File: src/rtl/main_memory_responder.sv
// Data-memory responder for the core: async-read array with zero-fill after reset,
// plus a first-word-fall-through trace FIFO recording every accepted store.
module main_memory_responder #(
  parameter int unsigned ADDR_WIDTH     = 8,
  parameter int unsigned DATA_WIDTH     = 16,
  parameter int unsigned TRACE_DEPTH    = 8,
  parameter bit          CLEAR_ON_RESET = 1'b1
) (
  input  logic                         clk,
  input  logic                         reset,
  input  logic [ADDR_WIDTH-1:0]        address_to_main_memory,
  input  logic [DATA_WIDTH-1:0]        data_to_main_memory,
  input  logic                         data_to_main_memory_write_en,
  output logic [DATA_WIDTH-1:0]        data_from_main_memory,
  output logic                         mem_ready,
  output logic                         trace_valid,
  input  logic                         trace_ready,
  output logic [ADDR_WIDTH-1:0]        trace_address,
  output logic [DATA_WIDTH-1:0]        trace_data,
  output logic [$clog2(TRACE_DEPTH):0] trace_count,
  output logic                         trace_overflow
);

  localparam int unsigned PtrW  = $clog2(TRACE_DEPTH);
  localparam int unsigned Words = 2 ** ADDR_WIDTH;
  localparam logic [PtrW:0] FullCount = (PtrW + 1)'(TRACE_DEPTH);

  typedef enum logic {StClear, StReady} state_e;

  state_e                state_q, state_d;
  logic [ADDR_WIDTH-1:0] clear_ptr_q, clear_ptr_d;

  logic [DATA_WIDTH-1:0] mem       [Words];
  logic [ADDR_WIDTH-1:0] fifo_addr [TRACE_DEPTH];
  logic [DATA_WIDTH-1:0] fifo_data [TRACE_DEPTH];

  logic [PtrW-1:0] wr_ptr_q, wr_ptr_d, rd_ptr_q, rd_ptr_d;
  logic [PtrW:0]   count_q, count_d;
  logic            overflow_q, overflow_d;
  logic            store, full, push, pop;

  always_comb begin
    state_d     = state_q;
    clear_ptr_d = clear_ptr_q;
    case (state_q)
      StClear: begin
        clear_ptr_d = clear_ptr_q + ADDR_WIDTH'(1);
        if (clear_ptr_q == '1) state_d = StReady;
      end
      StReady: state_d = StReady;
    endcase
  end

  // A full FIFO still accepts a push when the head leaves in the same cycle.
  always_comb begin
    store      = (state_q == StReady) && data_to_main_memory_write_en;
    full       = (count_q == FullCount);
    pop        = (count_q != '0) && trace_ready;
    push       = store && (!full || pop);
    overflow_d = overflow_q | (store && full && !pop);
    wr_ptr_d   = push ? wr_ptr_q + PtrW'(1) : wr_ptr_q;
    rd_ptr_d   = pop ? rd_ptr_q + PtrW'(1) : rd_ptr_q;
    count_d    = count_q;
    case ({push, pop})
      2'b10:   count_d = count_q + (PtrW + 1)'(1);
      2'b01:   count_d = count_q - (PtrW + 1)'(1);
      default: count_d = count_q;
    endcase
  end

  always_ff @(posedge clk) begin
    if (reset) begin
      state_q     <= CLEAR_ON_RESET ? StClear : StReady;
      clear_ptr_q <= '0;
      wr_ptr_q    <= '0;
      rd_ptr_q    <= '0;
      count_q     <= '0;
      overflow_q  <= 1'b0;
    end else begin
      state_q     <= state_d;
      clear_ptr_q <= clear_ptr_d;
      wr_ptr_q    <= wr_ptr_d;
      rd_ptr_q    <= rd_ptr_d;
      count_q     <= count_d;
      overflow_q  <= overflow_d;
    end
  end

  // Array has no reset of its own so contents survive reset when clearing is disabled.
  always_ff @(posedge clk) begin
    if (!reset) begin
      if (state_q == StClear) begin
        mem[clear_ptr_q] <= '0;
      end else if (data_to_main_memory_write_en) begin
        mem[address_to_main_memory] <= data_to_main_memory;
      end
    end
  end

  always_ff @(posedge clk) begin
    if (!reset && push) begin
      fifo_addr[wr_ptr_q] <= address_to_main_memory;
      fifo_data[wr_ptr_q] <= data_to_main_memory;
    end
  end

  always_comb begin
    mem_ready             = (state_q == StReady);
    data_from_main_memory = mem_ready ? mem[address_to_main_memory] : '0;
    trace_valid           = (count_q != '0);
    trace_address         = fifo_addr[rd_ptr_q];
    trace_data            = fifo_data[rd_ptr_q];
    trace_count           = count_q;
    trace_overflow        = overflow_q;
  end

endmodule

File: config.mk
export PLATFORM = sky130hd
export DESIGN_NAME = main_memory_responder
export DESIGN_NICKNAME = d
export VERILOG_FILES = /design/src/rtl/main_memory_responder.sv
export SDC_FILE = /design/constraint.sdc
export NUM_CORES = 2
export LEC_CHECK = 0
export BUFFER_PORTS_ARGS = -buffer_cell sky130_fd_sc_hd__buf_2
export CAP_MARGIN = 20
export CORE_MARGIN = 8
export CORE_UTILIZATION = 45
export CTS_CLUSTER_DIAMETER = 60
export DETAILED_ROUTE_END_ITERATION = 8
export GPL_ROUTABILITY_DRIVEN = 0
export HOLD_SLACK_MARGIN = 0.12
export PLACE_DENSITY_LB_ADDON = 0.1
export SLEW_MARGIN = 20
export SYNTH_ARGS = -nofsm -noshare
export SYNTH_HDL_FRONTEND = slang
export SYNTH_MEMORY_MAX_BITS = 65536
export SYNTH_SLANG_ARGS = --single-unit
File: constraint.sdc
create_clock -name clk -period 8.6 [get_ports clk]
set_input_delay 1.72 -clock clk [delete_from_list [all_inputs] [get_ports clk]]
set_output_delay 1.72 -clock clk [all_outputs]
set_load 0.01 [all_outputs]
==> qor.yml <==
outcome: "completed"
final-max-slew-violation-count: 0
synthCells: 7697
ant_nets: 0
grt_util_met2: 0.376
nets: 8327
grt_pass1_vias: 83100
power.density_nw_per_um2: 229
tns_ps: 0
holdWs_ps: 477
grt_busiest_layer: "met2"
cts_tree: "done"
setup_slack_ps: 542
start_kind: "input pin"
yosys.area.top_type: "edfxtp_1"
insertion_delay_ps: 980
routed_wl_mm: 474
grt_usage: 0.238
synth.top_cells.by_count: "edfxtp_1 (4288), mux4_2 (886), mux2i_1 (478)"
cts_htree_levels: 5
rsz0062_at_grt: "false"
fp.dieH_um: 624
post-cts-setup-buffers: 0
syn-num-nets: 7729
drive_above_1_share: 0.265
fmax_mhz: 124
setup_viol: 0
wl_per_cell_um: 34.7
synth_area_um2: 167000
grtUsageMet3: 0.0362
ir_drop_mv: 0.182
fin_worst_skew_ps: 42.5
cts.reportedPaths.clkPinSlew_ps: 50
die_area_um2: 390000
drc: 0
worstPathMaxFanout: 57
final-hold-violation-count: 0
final_cell_count_no_fill: 13600
grt_overflow_total: 0
drt_iter0_drc: 10200
cts_resized: 0
grt_pass1_wl_mm: 661
synth-seq-cells: 4311
syn_area_per_cell_um2: 21.6
placed_cells: 12800
r2r_end: "mem[15][3]"
cts_buffers: 456
dp_slack_ps: 652
min_from: "trace_overflow"
placementRows: 223
grt_use_met1: 0.344
synth_ff_type: "edfxtp_1"
maxCapViolCount: 0
crit_path_end_kind: "primary output"
initial_utilization: 0.452
leakagePower_nw: 67.9
grt_start_max_net_pins: 169
viasPerCell: 6.09
synth_cell_types: 63
ctsHoldBuffers: 0
synthToLayoutAreaGrowth_pct: 13.8
slew_headroom: 0.0870
hold_path_class: "reg -> reg"
yosys-top-cells-area: "edfxtp_1 (77%), mux4_2 (12%), mux2i_1 (2.9%)"
clock_path_buffers: 4
ys_seq_area_frac: 0.776
r2r_setup_slack_ps: 3670
ios: 75
clock-root-buffer: "clkbuf_16"
core_um2: 369000
fp.dieW_um: 624
first_pass_iters: 6
vias: 83100
clkSinkCount: 4311
synth_edf_count: 4288
reg2reg_from: "mem_ready"
required_ps: 6880
yosysWarnings: 0
synth.most_common_cell: "edfxtp_1"
utilization: 0.514
synthArstFlopShare: 0
min_period_ps: 8060
io_buffers: 74
min_to: "trace_overflow"
crit_arrival_ps: 6340
r2r_cells: 7
critPathKind: "in -> out"
tightest_slew_ps: 1370
fin_crit_sh: 0.937
hold_depth: 2
dp_hpwl_mm: 284
yosys.area.top_type_share: 0.773
antenna_found_initial: 32
[layout by cell type (no fill, tap or decap), types with 49 or more instances in the layout]
cell type  netlist  routed
nand2_1        163     152
a22oi_1         56      56
a21oi_1        148     148
buf_12          36      49
nand3_1         57      57
o21ai_0         72      70
nor2_2           0      79
buf_4           42     460
o22ai_1        153     153
clkbuf_16        0     467
nor3_1          67      64
edfxtp_1      4288    4288
clkinv_2         0      85
mux4_2         886     886
clkbuf_1       145     106
o221ai_1       210     210
buf_2          133      69
clkinv_1         1      95
nor2_1         316     217
mux2i_1        478     478
[worst max-delay path by stage]
stage                                endpoint  depth (start not counted)  slack (ps)                      start
floorplan                          mem[0][10]                          5        1990                      reset
global placement     data_from_main_memory[9]                         11         500  address_to_main_memory[1]
detailed placement  data_from_main_memory[10]                         12         650  address_to_main_memory[1]
CTS                 data_from_main_memory[10]                         12         650  address_to_main_memory[1]
global route         data_from_main_memory[7]                          9         630  address_to_main_memory[4]
finish               data_from_main_memory[7]                          9         540  address_to_main_memory[4]
[kinds of logic (layout without fill, tap and decap cells)]
family,count (synthesis),count (layout),share of synthesized area
buffers and inverters,451,1423,0.0190
DFF,4311,4311,0.776
and+or+nand+nor,741,741,0.0198
AOI/OAI and AO/OA,775,775,0.0326
xor gates and xnor gates,12,12,0.000631
adders and majority gates,4,4,0.000300
muxes,1403,1403,0.152
other,0,19,0
[where the power goes]
group          internal (mW)  switching, mW
sequential              22.8        0.00760
combinational          0.515          0.895
clock                   11.1           8.09
total                   34.4           8.99
[critical path: stages]
cell and delay (ps):
buf_8 380, inv_8 390, nand2_1 810, o22ai_1 250, o21ai_0 660, nand4_1 660
or3_1 700, o31ai_1 180, buf_2 300
[routing by layer]
| metal | wire length [µm] | vias to the layer above |
|---|---|---|
| met5 | 44 | - |
| met4 | 16400 | 6 |
| met3 | 35500 | 708 |
| met2 | 222000 | 3352 |
| met1 | 199000 | 45100 |
| li1 | - | 33900 |
[sequential cells by signal, indices dropped and copies added (netlist names), named ones only]
name / flops
fifo_data: 128
rd_ptr_q: 3
mem_ready: 1
trace_count: 4
fifo_addr: 64
trace_overflow: 1
wr_ptr_q: 3
clear_ptr_q: 8
mem: 4096
[final cells by class]
| class | instances | area (µm²) |
|---|---|---|
| clock inverter | 259 | 2380 |
| fill | 29200 | 179000 |
| tap | 4950 | 6190 |
| inverter | 6 | 32.5 |
| antenna | 19 | 47.5 |
| sequential | 4311 | 129000 |
| timing repair buffer | 585 | 4890 |
| clock buffer | 573 | 12100 |
| multi-input combinational | 2935 | 34700 |
[metrics by stage]
step	cell area (µm²)	power (mW)
finish	190000	43.4
global route	190000	44.5
CTS	189000	43.7
detailed placement	175000	24.7
global placement	175000	24.6
floorplan	167000	24.1
Note: power is estimated with default switching activity, not from simulation.
